**config.mk**
```make
export PLATFORM = sky130hd
export DESIGN_NAME = falu_cvt_fp2fp_sched
export DESIGN_NICKNAME = d
export VERILOG_FILES = /design/src/rtl/falu_cvt_fp2fp_sched.sv
export SDC_FILE = /design/constraint.sdc
export NUM_CORES = 1
export LEC_CHECK = 0
export ABC_AREA = 1
export CAP_MARGIN = 0
export CORE_MARGIN = 5
export CORE_UTILIZATION = 50
export CTS_CLUSTER_SIZE = 8
export DETAILED_ROUTE_END_ITERATION = 8
export PLACE_DENSITY = 0.75
export REMOVE_ABC_BUFFERS = 1
export SLEW_MARGIN = 20
export SYNTH_ARGS = -nofsm -noshare
export SYNTH_HDL_FRONTEND = slang
export SYNTH_SLANG_ARGS = --single-unit
```
**constraint.sdc**
```tcl
create_clock -name CLK -period 10.2 [get_ports CLK]
set_clock_uncertainty 0.1 [all_clocks]
set_input_delay 1.53 -clock CLK [delete_from_list [all_inputs] [get_ports CLK]]
set_output_delay 1.53 -clock CLK [all_outputs]
set_load 0.005 [all_outputs]
```
**src/rtl/falu_cvt_fp2fp_sched.sv**
```systemverilog
// ---------------------------------------------------------------------------
// falu_cvt_fp2fp_sched
//   Scheduler for the single shared SP<->DP precision converter in the FALU.
//   Two issue lanes are arbitrated round-robin. The winner is registered into
//   an issue stage (S1), converted combinationally, and written into a small
//   output FIFO that drains toward writeback with valid/ready.
//
// Ports
//   CLK, RST        clock, synchronous active-high reset
//   FLUSH           drop every in-flight and buffered uop
//   FRM             dynamic rounding mode, used when the uop rm is 3'b111
//   Lx_VALID/READY  lane handshake (x = 0, 1)
//   Lx_DATA         source operand (SP in [31:0] when converting to DP)
//   Lx_RM           instruction rm field
//   Lx_IS_DOUBLE    1: SP->DP, 0: DP->SP
//   Lx_TAG          uop tag
//   OUT_VALID/READY result handshake at the FIFO head
//   OUT_DATA        result, DP->SP results NaN-boxed
//   OUT_FFLAGS      {NV,DZ,OF,UF,NX}
//   OUT_ILLEGAL     resolved rm was reserved; data and flags forced to zero
//   OUT_TAG         tag of the FIFO head
//   BUSY            S1 occupied or FIFO non-empty
// ---------------------------------------------------------------------------
module falu_cvt_fp2fp_sched #(
    parameter int TAG_W = 6,
    parameter int DEPTH = 2
) (
    input  logic             CLK,
    input  logic             RST,
    input  logic             FLUSH,
    input  logic [2:0]       FRM,
    input  logic             L0_VALID,
    output logic             L0_READY,
    input  logic [63:0]      L0_DATA,
    input  logic [2:0]       L0_RM,
    input  logic             L0_IS_DOUBLE,
    input  logic [TAG_W-1:0] L0_TAG,
    input  logic             L1_VALID,
    output logic             L1_READY,
    input  logic [63:0]      L1_DATA,
    input  logic [2:0]       L1_RM,
    input  logic             L1_IS_DOUBLE,
    input  logic [TAG_W-1:0] L1_TAG,
    output logic             OUT_VALID,
    input  logic             OUT_READY,
    output logic [63:0]      OUT_DATA,
    output logic [4:0]       OUT_FFLAGS,
    output logic             OUT_ILLEGAL,
    output logic [TAG_W-1:0] OUT_TAG,
    output logic             BUSY
);

    localparam int PW = (DEPTH > 1) ? $clog2(DEPTH) : 1;
    localparam int CW = $clog2(DEPTH + 1);

    logic             s1_valid;
    logic [63:0]      s1_data;
    logic             s1_is_double;
    logic [2:0]       s1_rm;
    logic             s1_illegal;
    logic [TAG_W-1:0] s1_tag;

    logic [CW-1:0]    count;
    logic [PW-1:0]    rd_ptr;
    logic [PW-1:0]    wr_ptr;
    logic             rr_ptr;

    logic [63:0]      mem_data    [DEPTH];
    logic [4:0]       mem_fflags  [DEPTH];
    logic             mem_illegal [DEPTH];
    logic [TAG_W-1:0] mem_tag     [DEPTH];

    logic [CW:0]      used;
    logic             has_space;
    logic             can_accept;
    logic             grant0;
    logic             grant1;
    logic             accept;
    logic [2:0]       lane_rm;
    logic [2:0]       rm_res;
    logic             push;
    logic             pop;

    logic [63:0]      cvt_res;
    logic             cvt_nv;
    logic             cvt_of;
    logic             cvt_uf;
    logic             cvt_nx;

    // Credit counts the S1 slot as already spoken for; OUT_READY is
    // deliberately not folded in so READY never depends on writeback.
    assign used       = {1'b0, count} + {{CW{1'b0}}, s1_valid};
    assign has_space  = used < (CW+1)'(DEPTH);
    assign can_accept = has_space && !FLUSH && !RST;

    assign grant0 = can_accept && L0_VALID && (!L1_VALID || !rr_ptr);
    assign grant1 = can_accept && L1_VALID && (!L0_VALID ||  rr_ptr);
    assign accept = grant0 || grant1;

    assign L0_READY = grant0;
    assign L1_READY = grant1;

    assign lane_rm = grant1 ? L1_RM : L0_RM;
    assign rm_res  = (lane_rm == 3'b111) ? FRM : lane_rm;

    assign OUT_VALID = (count != '0);
    assign push      = s1_valid && !FLUSH && !RST;
    assign pop       = OUT_VALID && OUT_READY && !FLUSH && !RST;
    assign BUSY      = s1_valid || OUT_VALID;

    assign OUT_DATA    = OUT_VALID ? mem_data[rd_ptr]    : '0;
    assign OUT_FFLAGS  = OUT_VALID ? mem_fflags[rd_ptr]  : '0;
    assign OUT_ILLEGAL = OUT_VALID ? mem_illegal[rd_ptr] : 1'b0;
    assign OUT_TAG     = OUT_VALID ? mem_tag[rd_ptr]     : '0;

    always_ff @(posedge CLK) begin
        if (RST || FLUSH) begin
            s1_valid <= 1'b0;
            count    <= '0;
            rd_ptr   <= '0;
            wr_ptr   <= '0;
            rr_ptr   <= 1'b0;
        end else begin
            s1_valid <= accept;
            if (accept) rr_ptr <= ~grant1;
            if (push)   wr_ptr <= wr_ptr + 1'b1;
            if (pop)    rd_ptr <= rd_ptr + 1'b1;
            count <= count + CW'(push) - CW'(pop);
        end
    end

    always_ff @(posedge CLK) begin
        if (accept) begin
            s1_data      <= grant1 ? L1_DATA      : L0_DATA;
            s1_is_double <= grant1 ? L1_IS_DOUBLE : L0_IS_DOUBLE;
            s1_tag       <= grant1 ? L1_TAG       : L0_TAG;
            s1_rm        <= rm_res;
            s1_illegal   <= (rm_res >= 3'b101);
        end
        if (push) begin
            mem_data[wr_ptr]    <= s1_illegal ? 64'h0 : cvt_res;
            mem_fflags[wr_ptr]  <= s1_illegal ? 5'h0 : {cvt_nv, 1'b0, cvt_of, cvt_uf, cvt_nx};
            mem_illegal[wr_ptr] <= s1_illegal;
            mem_tag[wr_ptr]     <= s1_tag;
        end
    end

    falu_fp2fp_cvt u_cvt (
        .src       (s1_data),
        .is_double (s1_is_double),
        .rm        (s1_rm),
        .res       (cvt_res),
        .nv        (cvt_nv),
        .of        (cvt_of),
        .uf        (cvt_uf),
        .nx        (cvt_nx)
    );

endmodule

// ---------------------------------------------------------------------------
// falu_fp2fp_cvt
//   Combinational SP<->DP converter.
//   src        operand (SP in [31:0] when is_double=1)
//   is_double  1: SP->DP, 0: DP->SP (result NaN-boxed)
//   rm         resolved, legal rounding mode
//   res        result; nv/of/uf/nx exception flags
// ---------------------------------------------------------------------------
module falu_fp2fp_cvt (
    input  logic [63:0] src,
    input  logic        is_double,
    input  logic [2:0]  rm,
    output logic [63:0] res,
    output logic        nv,
    output logic        of,
    output logic        uf,
    output logic        nx
);

    function automatic logic rnd_inc(input logic [2:0] mode, input logic s,
                                     input logic lsb, input logic g, input logic st);
        case (mode)
            3'b000:  rnd_inc = g && (st || lsb);
            3'b010:  rnd_inc = s && (g || st);
            3'b011:  rnd_inc = !s && (g || st);
            3'b100:  rnd_inc = g;
            default: rnd_inc = 1'b0;
        endcase
    endfunction

    logic               sp_s;
    logic [7:0]         sp_e;
    logic [22:0]        sp_m;
    logic [4:0]         sp_lz;
    logic               sp_found;
    logic [22:0]        sp_norm;

    logic               dp_s;
    logic [10:0]        dp_e;
    logic [51:0]        dp_m;
    logic [52:0]        sig;
    logic signed [12:0] exp_sp;
    logic signed [12:0] shd;
    logic               norm;
    logic [4:0]         sh;
    logic [78:0]        shifted;
    logic [23:0]        kept;
    logic               g;
    logic               st;
    logic               inexact;
    logic [24:0]        rnd;
    logic               ovf;
    logic [7:0]         ef;
    logic               uf_exempt;
    logic               to_max;

    assign sp_s = src[31];
    assign sp_e = src[30:23];
    assign sp_m = src[22:0];
    assign dp_s = src[63];
    assign dp_e = src[62:52];
    assign dp_m = src[51:0];

    // SP subnormals become DP normals: count leading zeros, then drop the
    // leading one out of the fraction field.
    always_comb begin
        sp_lz    = '0;
        sp_found = 1'b0;
        for (int i = 22; i >= 0; i--) begin
            if (!sp_found) begin
                if (sp_m[i]) sp_found = 1'b1;
                else         sp_lz    = sp_lz + 5'd1;
            end
        end
        sp_norm = sp_m << (sp_lz + 5'd1);
    end

    // DP->SP: one shifter covers normal (sh=0) and subnormal targets. The
    // 26 zero pad bits absorb the maximum shift, so nothing nonzero is lost.
    assign sig     = {dp_e != 11'h0, dp_m};
    assign exp_sp  = $signed({2'b00, dp_e}) - 13'sd896;
    assign norm    = exp_sp > 13'sd0;
    assign shd     = 13'sd1 - exp_sp;
    assign sh      = norm ? 5'd0 : ((shd > 13'sd26) ? 5'd26 : shd[4:0]);
    assign shifted = {sig, 26'h0} >> sh;
    assign kept    = shifted[78:55];
    assign g       = shifted[54];
    assign st      = |shifted[53:0];
    assign inexact = g || st;
    assign rnd     = {1'b0, kept} + {24'h0, rnd_inc(rm, dp_s, kept[0], g, st)};
    assign ovf     = norm && ((exp_sp >= 13'sd255) || ((exp_sp == 13'sd254) && rnd[24]));
    assign ef      = norm ? (exp_sp[7:0] + {7'h0, rnd[24]}) : {7'h0, rnd[23]};

    // Tininess is judged after rounding: a value just below the normal range
    // that rounds up to 2^-126 at full precision does not underflow.
    assign uf_exempt = (exp_sp == 13'sd0) && (&sig[52:29]) &&
                       rnd_inc(rm, dp_s, 1'b1, sig[28], |sig[27:0]);

    assign to_max = (rm == 3'b001) || ((rm == 3'b010) && !dp_s) || ((rm == 3'b011) && dp_s);

    always_comb begin
        res = '0;
        nv  = 1'b0;
        of  = 1'b0;
        uf  = 1'b0;
        nx  = 1'b0;
        if (is_double) begin
            if (sp_e == 8'hFF) begin
                if (sp_m == '0) begin
                    res = {sp_s, 11'h7FF, 52'h0};
                end else begin
                    res = 64'h7FF8_0000_0000_0000;
                    nv  = !sp_m[22];
                end
            end else if (sp_e == 8'h00) begin
                if (sp_m == '0) res = {sp_s, 63'h0};
                else            res = {sp_s, 11'd896 - {6'h0, sp_lz}, sp_norm, 29'h0};
            end else begin
                res = {sp_s, {3'h0, sp_e} + 11'd896, sp_m, 29'h0};
            end
        end else begin
            if (dp_e == 11'h7FF) begin
                if (dp_m == '0) begin
                    res = {32'hFFFF_FFFF, dp_s, 8'hFF, 23'h0};
                end else begin
                    res = 64'hFFFF_FFFF_7FC0_0000;
                    nv  = !dp_m[51];
                end
            end else if (ovf) begin
                of  = 1'b1;
                nx  = 1'b1;
                res = to_max ? {32'hFFFF_FFFF, dp_s, 8'hFE, 23'h7F_FFFF}
                             : {32'hFFFF_FFFF, dp_s, 8'hFF, 23'h0};
            end else begin
                res = {32'hFFFF_FFFF, dp_s, ef, rnd[22:0]};
                nx  = inexact;
                uf  = !norm && inexact && !uf_exempt;
            end
        end
    end

endmodule

```
# ---- Word level (Yosys, flattened, before mapping)
# Memories as Yosys holds them, arrays and structs flattened. A register that Yosys moved wholly into a read port is not among the register bits.
# Cells that the tools add are included.
dict set report classes {
  n_addsub 34
  n_lt_le_gt_ge 5
  eq_ne 8
  n_shift 2
  muxes 137
  n_bitwise 1
  n_reduce_logical 56
}
# cell n
set ops {}
lappend ops {{64-bit 2-to-1 mux} 6}
lappend ops {{5-bit 2-to-1 mux} 48}
lappend ops {{63-bit 2-to-1 mux} 2}
lappend ops {{5-bit by 1-bit adder with 5-bit output, second input constant} 22}
lappend ops {{79-bit by 5-bit >> shifter with 79-bit output} 1}
lappend ops {{1-bit 2-to-1 mux} 70}
lappend ops {{32-bit 2-to-1 mux} 2}
lappend ops {{54-bit OR reduction} 1}
lappend ops {{52-bit logical NOT} 1}
lappend ops {{31-bit 2-to-1 mux} 1}
lappend ops {{28-bit OR reduction} 1}
lappend ops {{24-bit by 1-bit adder with 25-bit output} 1}
lappend ops {{1-bit logical AND} 24}
lappend ops {{24-bit 2-to-1 mux} 1}
lappend ops {{24-bit AND reduction} 1}
lappend ops {{23-bit logical NOT} 1}
lappend ops {{23-bit by 5-bit left shift with 23-bit output} 1}
lappend ops {{13-bit by 9-bit == test with 1-bit output, second input constant} 1}
lappend ops {{13-bit by 9-bit >= comparator with 1-bit output, second input constant} 1}
lappend ops {{13-bit by 1-bit greater-than comparator with 1-bit output, second input constant} 1}
lappend ops {{13-bit by 6-bit greater-than comparator with 1-bit output, second input constant} 1}
lappend ops {{13-bit logical NOT} 1}
lappend ops {{2-bit by 13-bit subtractor with 13-bit output, first input constant} 1}
lappend ops {{6-bit 2-to-1 mux} 2}
lappend ops {{28 further kinds} 51}
dict set report word_totals {
  ff_bits 81
  ramBits 152
  wordCells 257
  mem_count 4
}
# memory words word_bits read_ports rd_clocked_by_memory_dff write_ports line_no
set memory_table {}
lappend memory_table {mem_data 2 64 1 1 1 68} ;# logic [63:0] mem_data [DEPTH];
lappend memory_table {mem_tag 2 6 1 1 1 71} ;# logic [TAG_W-1:0] mem_tag [DEPTH];
lappend memory_table {mem_fflags 2 5 1 1 1 69} ;# logic [4:0] mem_fflags [DEPTH];
lappend memory_table {mem_illegal 2 1 1 1 1 70} ;# logic mem_illegal [DEPTH];

# ---- Longest topological paths before layout
# Gate-level depths: netlist of run 1.
dict set report depth {
  word_depth 74
  depth_mapped 86
  ltp_nobuf 85
}

# ---- Hierarchy
# Synthesis of run 1 repeated with hierarchy kept, for this count alone.
dict set report unflattened {
  hier_cells 2626
  area_unflattened_um2 18225.0
}
# mod instances cells_each area_each_um2 seq_area_each_um2
set by_module_without_submodules {}
lappend by_module_without_submodules {falu_cvt_fp2fp_sched 1 923 9798.1 6896.6}
lappend by_module_without_submodules {falu_fp2fp_cvt 1 1703 8426.8 0.0}

# ---- Worst setup path after synthesis of run 1
# Ideal clock, no wire load.
dict set report synth_path {
  path_kind {reg2reg}
  start {reg s1_data[21]}
  end {mem mem_data[0][50] (data pin)}
  setup_ps 269
  arrival_time_ps 9757
  required_time_ps 9831
  setup_slack_ps 74
  stages_incl_launch_ff 77
  n_path_buf 1
  cell_sequence {edfxtp_1 inv_1 a21oi_2 ha_1 inv_1 a21boi_1 ha_1 nand2_1 o21ai_1 inv_1 ha_1 inv_1 nand2_1 nand2_1 nor2_1 o21ai_1 nand2_1 ha_1 [41 not listed] inv_1 nand2_1 inv_1 ha_1 nor2_1 a21oi_2 ha_1 inv_1 clkbuf_1 o21ai_0 o21ai_0 nand2_1 o21ai_0 nand2_1 nand2_1 nand2_1 nand2_1 nand2_1}
}
dict set report synth_via {
  elab_chain_len 72
  elab_cells_between_ends 95
  classes_between {22 x add/sub; 1 x shift; 71 x mux; 1 x reduce/logical}
}
# element line_no
set synth_lines {}
lappend synth_lines {{from (decl)} 57} ;# logic [63:0] s1_data;
lappend synth_lines {{from (signal assigned)} 134} ;# s1_data <= grant1 ? L1_DATA : L0_DATA;
lappend synth_lines {{5-bit 2-to-1 mux} 231} ;# if (sp_m[i]) sp_found = 1'b1;
lappend synth_lines {{5-bit 2-to-1 mux} 230} ;# if (!sp_found) begin
lappend synth_lines {{5-bit by 1-bit adder with 5-bit output} 232} ;# else sp_lz = sp_lz + 5'd1;
lappend synth_lines {{5-bit 2-to-1 mux} 231}
lappend synth_lines {{5-bit 2-to-1 mux} 230}
lappend synth_lines {{5-bit by 1-bit adder with 5-bit output} 232}
lappend synth_lines {{5-bit 2-to-1 mux} 231}
lappend synth_lines {{5-bit 2-to-1 mux} 230}
lappend synth_lines {{[56 not listed]} --}
lappend synth_lines {{5-bit 2-to-1 mux} 230}
lappend synth_lines {{5-bit by 1-bit adder with 5-bit output} 235} ;# sp_norm = sp_m << (sp_lz + 5'd1);
lappend synth_lines {{23-bit by 5-bit left shift with 23-bit output} 235}
lappend synth_lines {{63-bit 2-to-1 mux} 276} ;# if (sp_m == '0) res = {sp_s, 63'h0};
lappend synth_lines {{63-bit 2-to-1 mux *} 275} ;# end else if (sp_e == 8'h00) begin
lappend synth_lines {{64-bit 2-to-1 mux *} 268} ;# if (sp_e == 8'hFF) begin
lappend synth_lines {{64-bit 2-to-1 mux *} 267} ;# if (is_double) begin
lappend synth_lines {{64-bit 2-to-1 mux *} 141} ;# mem_data[wr_ptr] <= s1_illegal ? 64'h0 : cvt_res;
lappend synth_lines {{to (decl)} 68}
# Mark *: on every way between the ends. The rest lies on a longest branch, timed or not.

# ---- Worst setup path in the final report of run 1
dict set report layout_path {
  start {reg s1_data[21]}
  end {mem mem_data[1][50] (data pin)}
}
# The elaborated chain is that of the path after synthesis.

==> impl_metrics.yaml, run 1 <==
yosys:
  synth_area_um2: 17210
  ys_warn_count: 0
  synth_compound_area_frac: 0.1469
  synth_top_family_by_area: "simple AND/OR/NAND/NOR gates"
  synthTopCellsByCount: "nand2_1, o21ai_0, edfxtp_1, inv_1, nor2_1"
  synth_top_area_cell: "edfxtp_1"
  syn_inst: 2469
  ys_seq_area_frac: 0.3972
  synth_fa_ha_area_frac: 0.02326
  syn_avg_cell_area_um2: 6.972
  synth_xor_area_frac: 0.01926
  synth_top_cell_area_share: 0.3890
  yosys.area_share.simple: 0.3240
  synthArstFlopShare: 0
  synth_mux_area_frac: 0.008141
  synth-edff-count: 223
  post-synth-top-count-cell: "nand2_1"
  synth_top_flop_cell: "edfxtp_1"
  ys_ff_latch: 230
  synth_cell_types: 55
  synthTopCellsByArea: "edfxtp_1, nand2_1, o21ai_0"
finish:
  post-route-util: 0.6425
  nFillCells: 2983
  final_nets: 2907
  diodes: 0
  layout.cells.non_filler: 3184
  drive_gt1_frac: 0.1220
  area_growth_pct: 27.98
setup_path:
  cp_common_cell: "nand2_1"
  rrSetupSlack_ps: 230
  cp-end-kind: "flop"
  path_max_fanout: 6
  reg2reg_from: "s1_data[21]"
  cp_slowest_cell: "edfxtp_1"
  critPathLaunchType: "flop"
  reg2reg_to: "mem_data[1][50]"
  required_ps: 10320
  rr_worst_depth: 78
  critPathKind: "reg -> reg"
  cpPeakStageDelay_ps: 460
  cp.arrival_ps: 10100
die:
  dieArea_um2: 38240
  die_h_um: 195.5
  design.core.area_um2: 34290
  initial_core_util: 0.5020
  row_count: 68
  die_width_um: 195.5
  ioPinCount: 237
route:
  drtIter0Drc: 1415
  dr.pass1.iters: 6
  antenna_left: 0
  vias: 17130
  via_per_inst: 5.381
  wl_per_cell_um: 16.89
  drc: 0
  routed_wl_um: 53790
worst_hold_path:
  hold_class: "reg -> reg"
  whs_path_depth: 0
  min_from: "s1_tag[3]"
  min_to: "mem_tag[0][3]"
clock_tree:
  cts.clk_slew.worst_paths_ps: 50
  cts_max_level: 2
  cts_made_buffers: 34
  worstSkewPairLatency_ps: 530
  clockBufferDepth: 3
  clock-sinks: 230
  cts_tree: "done"
  cts_hold_buf: 0
  cts-root-buf: "clkbuf_16"
placement:
  gp_congestion: 0.9308
  port_buffers: 235
  dp_cells: 3119
  dpl.hpwl_um: 40620
status:
  outcome: "finished, final reports clean"
sta:
  fin_crit_sh: 0.9778
  setup_viol: 0
  slew_headroom: 0.3978
  rsz0062_at_grt: "yes"
  clock.fmax_mhz: 100.3
  worst_pin_slew_ps: 893.9
  period_minus_slack_ps: 9974
  final_max_slew_viol_count: 0
  finalHoldViolations: 0
flow_run:
  max_cap_viol_count: 0
power_and_ir_drop:
  ir_drop_v: 0.0001321
  power_w: 0.002616
  power.leakage_nw: 9.541
  power-per-cell-area_nw_per_um2: 118.7
grt:
  antenna_found_initial: 0
  grt_usage: 0.2685
  grt_pass1_wl_um: 84050
  grt_pass1_vias: 15740
  grt_start_max_net_pins: 87
  overflow: 0
[final cells by class]
| type | count | area, µm² | share of cell area |
|---|---|---|---|
| Timing Repair Buffer | 325 | 3186 | 0.1446 |
| Timing Repair inverter | 1 | 8.758 | 0.0003975 |
| Clock buffer | 44 | 888.4 | 0.04032 |
| Multi-Input combinational cell | 1881 | 9532 | 0.4326 |
| Clock inverter | 3 | 62.56 | 0.002840 |
| Sequential cell | 230 | 6838 | 0.3104 |
| Tap cell | 455 | 569.3 | 0.02584 |
| Inverter | 245 | 947.2 | 0.04299 |
[report_power, final]
| part | switching, W | internal, W | total [W] | leakage (nW) |
|---|---|---|---|---|
| combinational | 0.000309 | 0.000210 | 0.000519 | 6.98 |
| clock | 0.000397 | 0.000608 | 0.00101 | 0.456 |
| sequential | 0.0000232 | 0.00107 | 0.00109 | 2.10 |
[state kept, by name (all words and copies together) (netlist names), named ones only]
name / cells
s1_valid: 1
mem_fflags: 8
s1_data: 64
s1_illegal: 1
mem_data: 126
wr_ptr: 1
mem_illegal: 2
mem_tag: 12
rr_ptr: 1
s1_rm: 3
rd_ptr: 1
s1_tag: 6
s1_is_double: 1
count: 2
[layer usage]
layer / wire, µm / up-vias / track usage
met2: 23920 / 562 / 0.4154
li1: - / 8634 / -
met3: 3580 / 61 / 0.03451
met5: 0 / - / 0
met1: 25320 / 7876 / 0.4058
met4: 965 / 0 / 0.05663
[layout by cell type, fill, tap and decap left out, types with 5 or more instances in the layout]
cell / netlist / final
nand3_2: 12 / 17
clkbuf_1: 80 / 10
ha_4: 0 / 7
o21ai_0: 226 / 194
clkbuf_16: 0 / 38
nand3b_1: 5 / 5
a21oi_1: 139 / 130
o21ai_2: 1 / 25
nor2_4: 9 / 16
nand2_2: 21 / 46
nand3_1: 82 / 74
nor3_1: 29 / 27
buf_4: 3 / 75
inv_2: 18 / 28
clkdlybuf4s50_1: 0 / 235
nand2_4: 6 / 12
nand4_1: 26 / 26
inv_1: 223 / 210
nand2_1: 929 / 897
or2_2: 7 / 5
o31ai_1: 6 / 6
o21a_1: 5 / 5
o211ai_1: 15 / 15
nor2_1: 164 / 154
o21ai_1: 38 / 43
nor4_1: 16 / 16
xor2_1: 28 / 28
a21oi_2: 3 / 10
mux2i_1: 14 / 13
dfxtp_1: 7 / 6
nor2_2: 9 / 12
ha_1: 32 / 25
edfxtp_1: 223 / 223
a31oi_1: 19 / 18
xnor2_1: 8 / 7
[cell families (layout without fill, tap and decap cells)]
family          count (synthesis)  count (layout)
fa+ha+maj                      32              32
buf+inv                       358             618
other cells                     1               1
simple gates                 1325            1325
compound gates                472             472
xor+xnor                       37              37
mux                            14              14
flops                         230             230
[timing repair]
action	4_1_cts	5_1_grt
cloned	0	5
setup endpoints to repair	52	60
setup buffers	2	11
pin swaps	5	89
gates resized for setup	36	141
[worst max path at each step]
| stage | endpoint | slack [ps] | start |
|---|---|---|---|
| after floorplan | mem_data[0][50] | -240 | s1_data[21] |
| after global placement | mem_data[0][51] | -260 | s1_data[21] |
| after detailed placement | mem_data[0][51] | -450 | s1_data[21] |
| after CTS | mem_data[1][50] | 20 | s1_data[21] |
| after global routing | mem_data[1][50] | -440 | s1_data[21] |
| final | mem_data[1][50] | 230 | s1_data[21] |
[worst max-delay path: cells and delay by family, from the launching register on]
kind	cells	cell delay (ps)
AOI/OAI and AO/OA	13	1370
xor gates and xnor gates	2	280
adders and majority gates	13	3530
buffers and inverters	12	820
DFF	1	460
muxes	1	150
and+or+nand+nor	37	2950
[stage by stage]
| stage | area [µm²] | hold WS (ps) | setup slack (ps) | TNS [ps] |
|---|---|---|---|---|
| 2_1_floorplan | 16740 | 321.5 | -238.7 | -5362 |
| 3_3_place_gp | 20290 | 322.7 | -256.7 | -6637 |
| 3_5_place_dp | 20290 | 330.2 | -454.8 | -16100 |
| 4_1_cts | 21340 | 341.0 | 20.08 | 0 |
| 5_1_grt | 22030 | 363.5 | -440.1 | -15990 |
| 6_report | 22030 | 347.4 | 226.1 | 0 |
No activity file was read; power rests on OpenSTA's default activity.
==> run 2: changes to the inputs <==
Settings changed: CORE_MARGIN 5 to unset.
==> impl_metrics.yaml, run 2 (same netlist as run 1, synthesis figures left out) <==
status:
  outcome: "finished, final reports clean"
placement:
  port_buffers: 235
  placed_area_um2: 20270
  gp_congestion: 0.9616
  place_ws_ps: -453.1
  dpl.hpwl_um: 38740
setup_path:
  critPathKind: "reg -> reg"
  timing.critical_path.to: "mem_data[1][47]"
  reg2reg_from: "s1_data[21]"
  path_max_fanout: 6
  critPathLaunchType: "flop"
  cp_common_cell: "nand2_1"
  cp-end-kind: "flop"
  reg2reg_to: "mem_data[1][47]"
  cpPeakStageDelay_ps: 450
  cp.arrival_ps: 10030
  rrSetupSlack_ps: 290
  rr_worst_depth: 81
  cp_slowest_cell: "edfxtp_1"
  required_ps: 10320
  crit_start: "s1_data[21]"
die:
  design.core.area_um2: 33700
  ioPinCount: 237
  initial_core_util: 0.5108
  dieArea_um2: 35170
  die_width_um: 187.5
  row_count: 67
  die_h_um: 187.5
power_and_ir_drop:
  clkPwrFrac: 0.386
  power_switching_w: 0.0007349
  power_w: 0.002615
  power.leakage_nw: 9.536
  power.internal_w: 0.001880
  p_seq_frac: 0.417
  switching_share: 0.2810
  ir_drop_v: 0.0001068
  power-per-cell-area_nw_per_um2: 118.7
  p_comb_frac: 0.196
sta:
  final_max_slew_viol_count: 0
  setup_tns_ps: 0
  post-route-worst-setup-slack_ps: 293.3
  finalHoldViolations: 0
  rsz0062_at_grt: "yes"
  period_minus_slack_ps: 9907
  fin_crit_sh: 0.9712
  setup_viol: 0
  clock.fmax_mhz: 100.9
  worst_pin_slew_ps: 998.9
  timing.hold.ws_ps: 341.3
  slew_headroom: 0.3340
grt:
  antenna_found_initial: 1
  top_usage_layer: "met2"
  met3_usage: 0.04249
  grtUsageMet1: 0.4229
  grt_pass1_vias: 15740
  grtUsageMet2: 0.4450
  overflow: 0
  grt_usage: 0.2893
  grt_start_max_net_pins: 87
  grt_pass1_wl_um: 81450
clock_tree:
  cts_hold_buf: 0
  clockBufferDepth: 3
  cts_tree: "done"
  cts.clk_slew.worst_paths_ps: 50
  cts_max_level: 2
  cts_made_buffers: 34
  worstSkewPairLatency_ps: 530
  clock-sinks: 230
  cts-root-buf: "clkbuf_16"
route:
  dr.pass1.iters: 6
  via_per_inst: 5.440
  drtIter0Drc: 1683
  vias: 17300
  antenna_left: 0
  wl_per_cell_um: 16.55
  routed_wl_um: 52620
  drc: 0
finish:
  top_regs: "mem_data x126, s1_data x64, mem_tag x12"
  area_growth_pct: 27.95
  final_cell_mix: "nand2_1, clkdlybuf4s50_1, edfxtp_1"
  final_nets: 2910
  diodes: 0
  final_common_cell: "nand2_1"
  top_register: "mem_data"
  design_area_um2: 22020
  largest_reg_flops: 126
  drive_gt1_frac: 0.1205
flow_run:
  max_cap_viol_count: 0
worst_hold_path:
  hold_class: "reg -> reg"
==> run 2: cell types whose count changed in the layout (fill, tap and decap cells not counted), sizes merged <==
cell / change
buf: +3
clkbuf: -3
clkinv: +1
nand2: +1
==> run 2: stage by stage <==
step | util | std cells
floorplan | - | 2356
global placement | 0.6014 | 3107
detailed placement | 0.6014 | 3107
CTS | 0.6354 | 3166
global route | 0.6536 | 3179
finish | 0.6536 | 3179
==> run 2: worst min-delay path by stage <==
stage,from,endpoint,slack [ps],cells past startpoint
2_1_floorplan,s1_tag[0],mem_tag[0][0],320,0
3_3_place_gp,s1_tag[0],mem_tag[0][0],320,0
3_5_place_dp,s1_tag[2],mem_tag[1][2],330,0
4_1_cts,s1_tag[5],mem_tag[0][5],350,0
5_1_grt,s1_tag[0],mem_tag[1][0],360,0
6_report,s1_tag[5],mem_tag[0][5],340,0
==> run 2: what timing repair did <==
action	in CTS	in global routing
gates resized for setup	41	118
pin swaps	27	74
setup buffers	12	7
gates cloned	1	6
endpoints found under the setup margin	49	60
endpoints found under the hold margin	0	0
==> run 2: cell type report <==
class | count | area, µm²
Clock buffer | 42 | 880.8
Clock inverter | 4 | 66.31
Fill cell | 2936 | 11670
Inverter | 245 | 947.2
Multi-Input combinational cell | 1882 | 9534
Sequential cell | 230 | 6838
Tap cell | 448 | 560.5
Timing Repair Buffer | 327 | 3189
Timing Repair inverter | 1 | 8.758
==> run 2: worst max-delay path: cells and delay by family, from the launching register on <==
kind            cells  cell delay [ps]
buf+inv            14             1090
compound gates     15             1670
xor+xnor            2              260
flops               1              450
simple gates       38             2850
fa+ha+maj          12             3150
==> run 2: routing by layer <==
layer  share of wire  wire (µm)
met1            0.46      23950
met5               0          0
met3           0.084       4426
met4           0.024       1276
met2            0.44      22970
==> run 2: power groups by stage <==
stage                     Clock, W  Sequential (W)  Combinational (W)
after detailed placement         0         0.00111           0.000450
after CTS                  0.00103         0.00109           0.000466
after floorplan                  0         0.00110           0.000269
after global routing       0.00106         0.00109           0.000568
after global placement           0         0.00111           0.000443
final                      0.00101         0.00109           0.000514
